===== config.mk =====
export PLATFORM = sky130hd
export DESIGN_NAME = alu_seq_flat
export DESIGN_NICKNAME = d
export VERILOG_FILES = /design/src/rtl/alu_seq_if.sv /design/src/rtl/alu_seq.sv /design/src/flat_wrapper.sv
export SDC_FILE = /design/constraint.sdc
export NUM_CORES = 1
export LEC_CHECK = 0
export ABC_CLOCK_PERIOD_IN_PS = 3150
export BUFFER_PORTS_ARGS = -buffer_cell sky130_fd_sc_hd__buf_2
export CORE_UTILIZATION = 27
export CTS_BUF_LIST = sky130_fd_sc_hd__clkbuf_4 sky130_fd_sc_hd__clkbuf_8 sky130_fd_sc_hd__clkbuf_16
export CTS_CLUSTER_DIAMETER = 40
export DETAILED_ROUTE_END_ITERATION = 10
export GPL_TIMING_DRIVEN = 0
export RECOVER_POWER = 25
export SLEW_MARGIN = 20
export SYNTH_ARGS = -nofsm -noshare
export SYNTH_HDL_FRONTEND = slang
export SYNTH_SLANG_ARGS = --single-unit

===== constraint.sdc =====
create_clock -name clk -period 3.15 [get_ports clk]
set_input_delay 0.1575 -clock clk [delete_from_list [all_inputs] [get_ports clk]]
set_output_delay 0.1575 -clock clk [all_outputs]
set_load 0.01 [all_outputs]

===== src/rtl/alu_seq_if.sv =====
// rtl/alu_seq_if.sv - operand/result handshake bundle for the sequential ALU
interface alu_seq_if #(
    parameter int N = 32
);
    logic         in_valid;
    logic         in_ready;
    logic [N-1:0] A;
    logic [N-1:0] B;
    logic [3:0]   func;
    logic         out_valid;
    logic         out_ready;
    logic [N-1:0] RES;
    logic         zf;
    logic         nf;
    logic         cf;
    logic         vf;
    logic         busy;

    // Producer side: issues operands and accepts results
    modport master (
        output in_valid, A, B, func, out_ready,
        input  in_ready, out_valid, RES, zf, nf, cf, vf, busy
    );

    // ALU side
    modport slave (
        input  in_valid, A, B, func, out_ready,
        output in_ready, out_valid, RES, zf, nf, cf, vf, busy
    );
endinterface


===== src/rtl/alu_seq.sv =====
// rtl/alu_seq.sv - registered multi-cycle 16-function ALU with variable shifts, popcount and flags
module alu_seq #(
    parameter int N  = 32,
    parameter int SW = $clog2(N)
) (
    input logic    clk,
    input logic    rstn,
    alu_seq_if.slave bus
);
    // Counter wide enough to hold N itself (popcount iterations and result)
    localparam int CW = SW + 1;

    localparam logic [3:0] F_ADD = 4'd0;
    localparam logic [3:0] F_SUB = 4'd1;
    localparam logic [3:0] F_AND = 4'd2;
    localparam logic [3:0] F_OR  = 4'd3;
    localparam logic [3:0] F_XOR = 4'd4;
    localparam logic [3:0] F_NOR = 4'd5;
    localparam logic [3:0] F_NOT = 4'd6;
    localparam logic [3:0] F_SLL = 4'd7;
    localparam logic [3:0] F_SRL = 4'd8;
    localparam logic [3:0] F_SRA = 4'd9;
    localparam logic [3:0] F_INC = 4'd10;
    localparam logic [3:0] F_DEC = 4'd11;
    localparam logic [3:0] F_SLT = 4'd12;
    localparam logic [3:0] F_SGT = 4'd13;
    localparam logic [3:0] F_LUI = 4'd14;
    localparam logic [3:0] F_POP = 4'd15;

    typedef enum logic [1:0] {
        IDLE = 2'd0,
        EXEC = 2'd1,
        DONE = 2'd2
    } state_t;

    state_t        state_q;
    logic [3:0]    op_q;
    logic [N-1:0]  work_q;
    logic [CW-1:0] cnt_q;
    logic [CW-1:0] pop_q;
    logic [N-1:0]  res_q;
    logic          zf_q;
    logic          nf_q;
    logic          cf_q;
    logic          vf_q;
    logic          in_ready_q;
    logic          out_valid_q;
    logic          busy_q;

    logic [N-1:0]  opb;
    logic [N:0]    add_w;
    logic [N:0]    sub_w;
    logic [N-1:0]  alu_res;
    logic          alu_cf;
    logic          alu_vf;

    logic [N-1:0]  work_d;
    logic          shout_d;
    logic [CW-1:0] pop_d;

    logic [N-1:0]  fin_res;
    logic          fin_cf;
    logic          fin_vf;

    logic [SW-1:0] shamt;
    logic          is_shift;

    assign shamt    = bus.B[SW-1:0];
    assign is_shift = (bus.func == F_SLL) || (bus.func == F_SRL) || (bus.func == F_SRA);

    // Single-cycle result from the live operands; only used on the accept edge
    always_comb begin
        opb     = ((bus.func == F_INC) || (bus.func == F_DEC)) ? N'(1) : bus.B;
        add_w   = {1'b0, bus.A} + {1'b0, opb};
        sub_w   = {1'b0, bus.A} - {1'b0, opb};
        alu_res = '0;
        alu_cf  = 1'b0;
        alu_vf  = 1'b0;
        case (bus.func)
            F_ADD, F_INC: begin
                alu_res = add_w[N-1:0];
                alu_cf  = add_w[N];
                alu_vf  = (bus.A[N-1] == opb[N-1]) && (add_w[N-1] != bus.A[N-1]);
            end
            F_SUB, F_DEC: begin
                alu_res = sub_w[N-1:0];
                alu_cf  = ~sub_w[N];
                alu_vf  = (bus.A[N-1] != opb[N-1]) && (sub_w[N-1] != bus.A[N-1]);
            end
            F_AND: alu_res = bus.A & bus.B;
            F_OR:  alu_res = bus.A | bus.B;
            F_XOR: alu_res = bus.A ^ bus.B;
            F_NOR: alu_res = ~(bus.A | bus.B);
            F_NOT: alu_res = ~bus.A;
            // Zero-amount shifts complete immediately with A unchanged
            F_SLL, F_SRL, F_SRA: alu_res = bus.A;
            F_SLT: alu_res[0] = ($signed(bus.A) < $signed(bus.B));
            F_SGT: alu_res[0] = ($signed(bus.A) > $signed(bus.B));
            F_LUI: alu_res = {bus.A[N/2-1:0], {(N/2){1'b0}}};
            default: alu_res = '0;
        endcase
    end

    // One iteration of the shift / popcount loop
    always_comb begin
        work_d  = work_q;
        shout_d = 1'b0;
        case (op_q)
            F_SLL: begin
                work_d  = {work_q[N-2:0], 1'b0};
                shout_d = work_q[N-1];
            end
            F_SRL: begin
                work_d  = {1'b0, work_q[N-1:1]};
                shout_d = work_q[0];
            end
            F_SRA: begin
                work_d  = {work_q[N-1], work_q[N-1:1]};
                shout_d = work_q[0];
            end
            default: work_d = {1'b0, work_q[N-1:1]};
        endcase
        pop_d = pop_q + CW'(work_q[0]);
    end

    // Value that lands in RES when the state machine enters DONE
    always_comb begin
        fin_res = alu_res;
        fin_cf  = alu_cf;
        fin_vf  = alu_vf;
        if (state_q == EXEC) begin
            fin_res = (op_q == F_POP) ? N'(pop_d) : work_d;
            fin_cf  = (op_q == F_POP) ? 1'b0 : shout_d;
            fin_vf  = 1'b0;
        end
    end

    // Control FSM with registered handshake outputs, result and flags
    always_ff @(posedge clk or negedge rstn) begin
        if (!rstn) begin
            state_q     <= IDLE;
            op_q        <= '0;
            work_q      <= '0;
            cnt_q       <= '0;
            pop_q       <= '0;
            res_q       <= '0;
            zf_q        <= 1'b0;
            nf_q        <= 1'b0;
            cf_q        <= 1'b0;
            vf_q        <= 1'b0;
            in_ready_q  <= 1'b1;
            out_valid_q <= 1'b0;
            busy_q      <= 1'b0;
        end else begin
            case (state_q)
                IDLE: begin
                    if (bus.in_valid) begin
                        op_q       <= bus.func;
                        in_ready_q <= 1'b0;
                        if ((is_shift && (shamt != '0)) || (bus.func == F_POP)) begin
                            state_q <= EXEC;
                            busy_q  <= 1'b1;
                            work_q  <= bus.A;
                            pop_q   <= '0;
                            cnt_q   <= (bus.func == F_POP) ? CW'(N) : CW'(shamt);
                        end else begin
                            state_q     <= DONE;
                            out_valid_q <= 1'b1;
                            res_q       <= fin_res;
                            zf_q        <= (fin_res == '0);
                            nf_q        <= fin_res[N-1];
                            cf_q        <= fin_cf;
                            vf_q        <= fin_vf;
                        end
                    end
                end
                EXEC: begin
                    work_q <= work_d;
                    pop_q  <= pop_d;
                    cnt_q  <= cnt_q - CW'(1);
                    if (cnt_q == CW'(1)) begin
                        state_q     <= DONE;
                        busy_q      <= 1'b0;
                        out_valid_q <= 1'b1;
                        res_q       <= fin_res;
                        zf_q        <= (fin_res == '0);
                        nf_q        <= fin_res[N-1];
                        cf_q        <= fin_cf;
                        vf_q        <= fin_vf;
                    end
                end
                DONE: begin
                    if (bus.out_ready) begin
                        state_q     <= IDLE;
                        out_valid_q <= 1'b0;
                        in_ready_q  <= 1'b1;
                    end
                end
                default: begin
                    state_q     <= IDLE;
                    busy_q      <= 1'b0;
                    out_valid_q <= 1'b0;
                    in_ready_q  <= 1'b1;
                end
            endcase
        end
    end

    assign bus.in_ready  = in_ready_q;
    assign bus.out_valid = out_valid_q;
    assign bus.busy      = busy_q;
    assign bus.RES       = res_q;
    assign bus.zf        = zf_q;
    assign bus.nf        = nf_q;
    assign bus.cf        = cf_q;
    assign bus.vf        = vf_q;
endmodule


===== src/flat_wrapper.sv =====
// flat-port wrapper written by rule: the top's interface ports become plain ports
module alu_seq_flat 
#(
    parameter int N  = 32,
    parameter int SW = $clog2(N)
)
  (clk, rstn, bus_in_valid, bus_A, bus_B, bus_func, bus_out_ready, bus_in_ready, bus_out_valid, bus_RES, bus_zf, bus_nf, bus_cf, bus_vf, bus_busy);
  alu_seq_if #(.N(N)) bus_i ();
  input logic clk;
  input logic rstn;
  input wire logic [$bits(bus_i.in_valid)-1:0] bus_in_valid;
  input wire logic [$bits(bus_i.A)-1:0] bus_A;
  input wire logic [$bits(bus_i.B)-1:0] bus_B;
  input wire logic [$bits(bus_i.func)-1:0] bus_func;
  input wire logic [$bits(bus_i.out_ready)-1:0] bus_out_ready;
  output wire logic [$bits(bus_i.in_ready)-1:0] bus_in_ready;
  output wire logic [$bits(bus_i.out_valid)-1:0] bus_out_valid;
  output wire logic [$bits(bus_i.RES)-1:0] bus_RES;
  output wire logic [$bits(bus_i.zf)-1:0] bus_zf;
  output wire logic [$bits(bus_i.nf)-1:0] bus_nf;
  output wire logic [$bits(bus_i.cf)-1:0] bus_cf;
  output wire logic [$bits(bus_i.vf)-1:0] bus_vf;
  output wire logic [$bits(bus_i.busy)-1:0] bus_busy;
  assign bus_i.in_valid = bus_in_valid;
  assign bus_i.A = bus_A;
  assign bus_i.B = bus_B;
  assign bus_i.func = bus_func;
  assign bus_i.out_ready = bus_out_ready;
  assign bus_in_ready = bus_i.in_ready;
  assign bus_out_valid = bus_i.out_valid;
  assign bus_RES = bus_i.RES;
  assign bus_zf = bus_i.zf;
  assign bus_nf = bus_i.nf;
  assign bus_cf = bus_i.cf;
  assign bus_vf = bus_i.vf;
  assign bus_busy = bus_i.busy;
  alu_seq #(.N(N), .SW(SW)) u_core (.clk(clk), .rstn(rstn), .bus(bus_i));
endmodule

==> flow_metrics.py, run 1 <==
metrics = {
    "run_status": {
        "run_status": "finished, violations left",
        "violations": "negative setup slack",
    },
    "detailed_routing": {
        "first_iter_violations": 1577,
        "dr.pass1.iters": 6,
        "wl_um": 64700,
        "ant_nets": 0,
        "drcViolationCount": 0,
        "num_vias": 15145,
        "vias_per_cell": 5.92,
        "routedWlPerCell_um": 25.3,
    },
    "placement": {
        "dp_hpwl_um": 50400,
        "dpl.cell_count": 2458,
        "dp_worst_setup_slack_ps": -2060,
        "place_area_um2": 14600,
        "gp_congestion": 1.00,
        "portBuffers": 107,
    },
    "clock_network": {
        "clkSlewWorstSetupHoldPaths_ps": 80,
        "cts_buffer_depth": 2,
        "clkLatencyLatePin_ps": 360,
        "cts_made_buffers": 9,
        "cts.sinks": 88,
        "clockRootBuffer": "clkbuf_16",
        "htree_levels": 3,
        "cts_tree": "done",
    },
    "synth": {
        "synth-seq-cells": 88,
        "synth.distinct_cells": 99,
        "ys.warnings.count": 0,
        "yosysSeqAreaShare": 0.173,
        "syn-instance-count": 1739,
        "synth_flop_cell": "dfrtp_1",
        "synth_area_um2": 12700,
        "async_flop_share": 1.00,
        "syn_area_per_cell_um2": 7.33,
        "synth_edf_count": 0,
        "synth_nets": 1986,
    },
    "sta": {
        "holdWs_ps": 0.0472,
        "hold_viol_final": 0,
        "skew_ps": 12.7,
        "min_period_ps": 3930,
        "rsz0062_at_grt": "true",
        "setup-violations-final": 19,
        "fmax_mhz": 255,
        "final-max-slew-violation-count": 0,
        "relSlewSlack": 0.210,
        "worst_pin_slew_ps": 1180,
        "fin_tns_setup_ps": -7500,
        "post-route-period-util": 1.25,
        "setup_slack_ps": -775,
    },
    "final_layout": {
        "final_nets": 2194,
        "n_antenna_cell": 0,
        "area.growth.synth_to_final_pct": 31.5,
        "fin_area_um2": 16800,
        "fin_util": 0.360,
        "finalNonFillerCells": 2559,
        "layout-drive-gt1-share": 0.245,
    },
    "grt": {
        "grt_use_total": 0.266,
        "grt-ovfl-total": 0,
        "grt_pass1_wl_um": 94500,
        "antenna_found_initial": 0,
        "grt_max_degree": 70,
        "grt_pass1_vias": 14296,
    },
    "floorplanning": {
        "die_w_um": 219,
        "die_h_um": 219,
        "initial_core_util": 0.274,
        "ios": 111,
        "rows": 79,
        "die-area_um2": 48100,
        "coreArea_um2": 46600,
    },
    "power": {
        "finalPower_mw": 8.57,
        "peakVddDrop_uv": 444,
        "powerDensity_nw_per_um2": 511,
        "power.leakage_nw": 7.27,
    },
    "setup_path": {
        "crit_path_max_fanout": 5,
        "required_ps": 3440,
        "start_kind": "primary input",
        "worst_setup_path_end_kind": "flip-flop",
        "r2r_setup_slack_ps": -730,
        "worstPathArrival_ps": 4220,
        "worstSetupPathType": "in2reg",
    },
    "run": {
        "cap_violations": 0,
    },
    "min_path": {
        "holdCritPathClass": "in2reg",
    },
}
## kinds of logic after synthesis
family                     count (synthesis)  share of synthesized area
AOI/OAI and AO/OA                        579                      0.305
and+or+nand+nor                          561                      0.209
buffers and inverters                    258                     0.0803
adders and majority gates                175                      0.173
DFF                                       88                      0.173
muxes                                     54                     0.0433
xor gates and xnor gates                  24                     0.0171
## final cells by class
| type | instances | area [µm²] |
|---|---|---|
| Fill cell | 4906 | 29800 |
| Multi-Input combinational cell | 1393 | 10900 |
| Sequential cell | 88 | 2200 |
| Timing Repair Buffer | 204 | 1380 |
| Tap cell | 607 | 759 |
| Buffer | 99 | 653 |
| Inverter | 152 | 593 |
| Clock buffer | 9 | 225 |
| Clock inverter | 7 | 71.3 |
## worst max-delay path, cell delays in order
cell and delay, ps:
buf_12 100, buf_8 110, buf_12 120, buf_12 120, nand3_4 70, buf_12 130
clkbuf_16 160, buf_8 110, nand2_8 50, ha_4 330, clkinvlp_4 150, a221oi_4 370
a2111oi_4 170, buf_4 180, a211oi_4 310, a21oi_2 120, xnor2_2 170, a221oi_4 450
nand4_1 180, nor4_2 330, nand4_1 150, o21ai_1 150
## final timing paths
| check | from | end | depth (start not counted) |
|---|---|---|---|
| hold reg to reg | u_core.bus.out_valid | u_core.bus.out_valid | 2 |
| setup reg to reg | u_core.state_q[0] | u_core.bus.zf | 12 |
| max in group asynchronous | rstn | u_core.bus.RES[2] | 3 |
| hold / removal | bus_out_ready | u_core.state_q[1] | 2 |
| min in group asynchronous | rstn | u_core.cnt_q[2] | 2 |
| setup / recovery | bus_func[1] | u_core.bus.zf | 22 |
## cells in the mapped netlist (12+ instances only)
cell | instances | share of area
a211oi_1 | 33 | 0.019
a21o_1 | 16 | 0.0094
a21oi_1 | 168 | 0.066
a221o_1 | 12 | 0.0094
a31oi_1 | 23 | 0.011
and3_1 | 14 | 0.0069
buf_2 | 29 | 0.011
clkbuf_1 | 62 | 0.018
dfrtp_1 | 87 | 0.17
ha_1 | 173 | 0.17
inv_1 | 148 | 0.044
mux2i_1 | 45 | 0.035
nand2_1 | 173 | 0.051
nand2b_1 | 21 | 0.010
nand3_1 | 26 | 0.010
nand4_1 | 17 | 0.0083
nor2_1 | 181 | 0.053
nor2b_1 | 20 | 0.0098
nor3_1 | 32 | 0.013
nor4_1 | 14 | 0.0069
o211ai_1 | 29 | 0.017
o21a_1 | 13 | 0.0077
o21ai_0 | 97 | 0.038
o221ai_1 | 13 | 0.0089
o22ai_1 | 21 | 0.010
o31ai_1 | 24 | 0.014
xnor2_1 | 17 | 0.012
## layout by cell type (no fill, tap or decap), types with 16 or more instances in the layout
master    Yosys  layout
nor2_1      181     174
nand2_1     173     159
ha_1        173     154
inv_1       148     144
a21oi_1     168     142
buf_2        29     121
o21ai_0      97      87
dfrtp_1      87      87
buf_4         5      79
clkbuf_1     62      52
mux2i_1      45      43
o211ai_1     29      29
nor3_1       32      26
nand3_1      26      24
a211oi_1     33      20
nand2b_1     21      19
buf_6         0      19
a21oi_2       1      19
a31oi_1      23      18
o22ai_1      21      18
nand4_1      17      17
nor2b_1      20      16
a21o_1       16      16
## layer usage
metal  global-route usage  share of wire  vias to the layer above
li1                     -              -                     6743
met1                0.351           0.42                     7456
met2                0.422           0.45                      766
met3               0.0342          0.078                      180
met4                0.134          0.055                        0
met5                    0              0                        -
## state kept, by name, summed over array words and instances, names as in the netlist, 2 cells and up
name / count
u_core.cnt_q: 6
u_core.bus.RES: 31
u_core.work_q: 32
u_core.state_q: 2
u_core.pop_q: 6
u_core.op_q: 4
## power breakdown
| group | switching [mW] | internal (mW) |
|---|---|---|
| logic | 3.44 | 1.93 |
| registers | 0.456 | 1.64 |
| clock network | 0.543 | 0.560 |
| total | 4.43 | 4.13 |
## what timing repair did
action,4_1_cts,5_1_grt
gates cloned,1,1
hold buffers,1,0
buffers inserted,47,46
endpoints found under the setup margin,38,35
pin swaps,62,70
gates resized for setup,160,94
hold endpoints to repair,22,0
No activity file was read; power rests on OpenSTA's default activity.
==> run 2, diff against run 1 <==
SETUP_SLACK_MARGIN = 0.3   (was not set)
==> run 2 against run 1 <==
Effect of this change: the run ends with max-capacitance violations, max-slew violations, negative setup slack left; critical path type unchanged; register-to-register slack better by 70 ps; via count is 0.15% lower; first-iteration DRC count is 4.0% higher; non-clock buffer count is 15 higher; clock power is 6% higher; fmax is 1.0% lower; global-route usage hardly changed; critical path depth is 1 lower; routed wire length is 0.95% higher.
==> flow_metrics.py, run 2 (synthesis results as in run 1) <==
metrics = {
    "run_status": {
        "run_status": "finished, violations left",
        "violations": "max-capacitance violations, max-slew violations, negative setup slack",
    },
    "power": {
        "switching_share": 0.501,
        "power.leakage_nw": 7.52,
        "peakVddDrop_uv": 356,
        "pwr-share-seq": 0.234,
        "p_int_mw": 4.44,
        "p_comb_frac": 0.634,
        "p_clk_frac": 0.132,
        "switching_power_mw": 4.46,
        "powerDensity_nw_per_um2": 509,
    },
    "sta": {
        "final-max-slew-violation-count": 75,
        "setup-violations-final": 22,
        "rsz0062_at_grt": "true",
        "min_period_ps": 3970,
        "post-route-period-util": 1.26,
        "setup_slack_ps": -816,
        "skew_ps": 8.75,
        "worst_pin_slew_ps": 1680,
        "fin_tns_setup_ps": -9220,
        "hold_viol_final": 0,
        "relSlewSlack": -0.120,
        "fmax_mhz": 252,
    },
    "detailed_routing": {
        "first_iter_violations": 1640,
        "drcViolationCount": 0,
        "num_vias": 15123,
        "routedWlPerCell_um": 25.4,
        "ant_nets": 0,
        "vias_per_cell": 5.87,
        "wl_um": 65300,
        "dr.pass1.iters": 5,
    },
    "setup_path": {
        "path_buf_inv": 8,
        "path_depth": 21,
        "reg2regPathDepth": 11,
        "critPathSlowestCell": "a2111oi_4",
        "worstSetupPathType": "in2reg",
        "path_common_cell": "clkbuf_16",
        "crit_family": "compound AO/OA/AOI/OAI gates",
        "path_cells": "buf_12, buf_8, buf_8, clkbuf_16, clkbuf_16, nand3_4, buf_12, clkbuf_16, nand2_4, ha_4, clkinvlp_4, a2111oi_4, a21oi_1, o211ai_1, o211ai_1, a2111o_1, nor4_2, nand4_1, nor4_4, nand4_1, o21ai_1",
        "required_ps": 3420,
        "worst_setup_path_end_kind": "flip-flop",
        "worstPathArrival_ps": 4240,
        "start_kind": "primary input",
        "max_stage_delay_ps": 460,
        "crit_path_max_fanout": 5,
    },
    "clock_network": {
        "clockRootBuffer": "clkbuf_16",
        "cts_made_buffers": 9,
        "cts.sinks": 88,
        "clkSlewWorstSetupHoldPaths_ps": 60,
        "htree_levels": 3,
        "cts_buffer_depth": 2,
        "cts_tree": "done",
        "clkLatencyLatePin_ps": 350,
    },
    "run": {
        "cap_violations": 1,
    },
    "placement": {
        "portBuffers": 107,
        "gp_congestion": 1.02,
        "dp_hpwl_um": 50800,
        "place_area_um2": 14800,
    },
    "grt": {
        "grt_max_degree": 75,
        "grt_pass1_wl_um": 94500,
        "grt-ovfl-total": 0,
        "grt_use_total": 0.265,
        "grt_pass1_vias": 14427,
        "antenna_found_initial": 1,
    },
    "min_path": {
        "min_path_cells": 2,
        "holdCritPathClass": "in2reg",
    },
    "floorplanning": {
        "initial_core_util": 0.274,
        "die-area_um2": 48100,
        "die_w_um": 219,
        "ios": 111,
        "die_h_um": 219,
        "coreArea_um2": 46600,
        "rows": 79,
    },
    "final_layout": {
        "fin_area_um2": 17500,
        "area.growth.synth_to_final_pct": 37.3,
        "layout_common_cells": "nor2_1 (171), ha_1 (147), nand2_1 (145)",
        "top_register": "u_core.work_q",
        "final_nets": 2209,
        "layout-drive-gt1-share": 0.283,
        "layout_commonest_cell": "nor2_1",
        "fill_cells": 4799,
        "fin_util": 0.376,
        "largest_register_ffs": 32,
    },
}
## run 2: cell count changes in the layout (fill, tap and decap cells not counted), moves of 5 or more
| cell | delta |
|---|---|
| nand2_2 | +9 |
| clkbuf_1 | -12 |
| clkbuf_2 | +9 |
| buf_6 | +7 |
| ha_4 | +10 |
| nand2_4 | +5 |
| ha_1 | -7 |
| a21oi_1 | -5 |
| clkbuf_16 | +5 |
| o21ai_0 | -5 |
| nand2_1 | -14 |
## run 2: worst reg2reg max path: stages, from the launching register on
cell and delay (ps):
dfrtp_1 360, clkbuf_1 210, nand2b_1 290, a21o_1 400, clkbuf_1 660, clkbuf_1 620, nor2_1 120, a21oi_1 230
o211ai_1 200, nor4_4 380, nand4_1 140, o21ai_1 150
## run 2: repair_timing
item,CTS,global route
resized for setup,209,123
setup buffers,68,29
hold endpoints to repair,87,0
pin swaps,75,56
gates cloned,2,0
setup endpoints to repair,48,70
hold buffers,1,0
## run 2: metal layers
layer,track usage,vias to the layer above,share of wire
met5,0,-,0
met4,0.117,0,0.046
met3,0.0267,136,0.078
met2,0.428,804,0.45
met1,0.357,7408,0.42
li1,-,6775,-
## run 2: final cells by class
type / instances / area (µm²) / share of cell area
multi-input combinational: 1393 / 11300 / 0.647
antenna: 1 / 2.50 / 0.000143
timing repair buffer: 212 / 1470 / 0.0843
tap: 607 / 759 / 0.0434
clock inverter: 6 / 85.1 / 0.00486
sequential: 88 / 2200 / 0.126
clock buffer: 10 / 233 / 0.0133
buffer: 106 / 823 / 0.0471
inverter: 152 / 591 / 0.0338
## run 2: final timing paths
check / from / endpoint / slack [ps]
max: bus_func[3] / u_core.bus.zf / -820
min: bus_out_ready / u_core.state_q[1] / 20
max reg2reg: u_core.state_q[0] / u_core.bus.zf / -660
min reg2reg: u_core.bus.RES[23] / u_core.bus.RES[23] / 470
max in group asynchronous: rstn / u_core.bus.RES[20] / 550
min in group asynchronous: rstn / u_core.pop_q[1] / 440
## run 2: power by group through the flow
stage / clock, mW / combinational (mW) / sequential, mW
4_1_cts: 1.18 / 5.18 / 2.07
3_3_place_gp: 0 / 4.59 / 2.07
3_5_place_dp: 0 / 4.66 / 2.08
2_1_floorplan: 0 / 2.82 / 2.08
5_1_grt: 1.23 / 6.04 / 2.15
6_report: 1.17 / 5.65 / 2.08
## run 2: stage by stage
| step | worst slack, ps | cells | power [mW] | hold slack (ps) |
|---|---|---|---|---|
| CTS | -721 | 2545 | 8.44 | 18.9 |
| global placement | -2210 | 2453 | 6.65 | 362 |
| detailed placement | -1980 | 2458 | 6.74 | 1.83 |
| global route | -897 | 2574 | 9.42 | 21.9 |
| floorplan | -598 | 1739 | 4.90 | -138 |
| finish | -816 | 2575 | 8.91 | 24.3 |
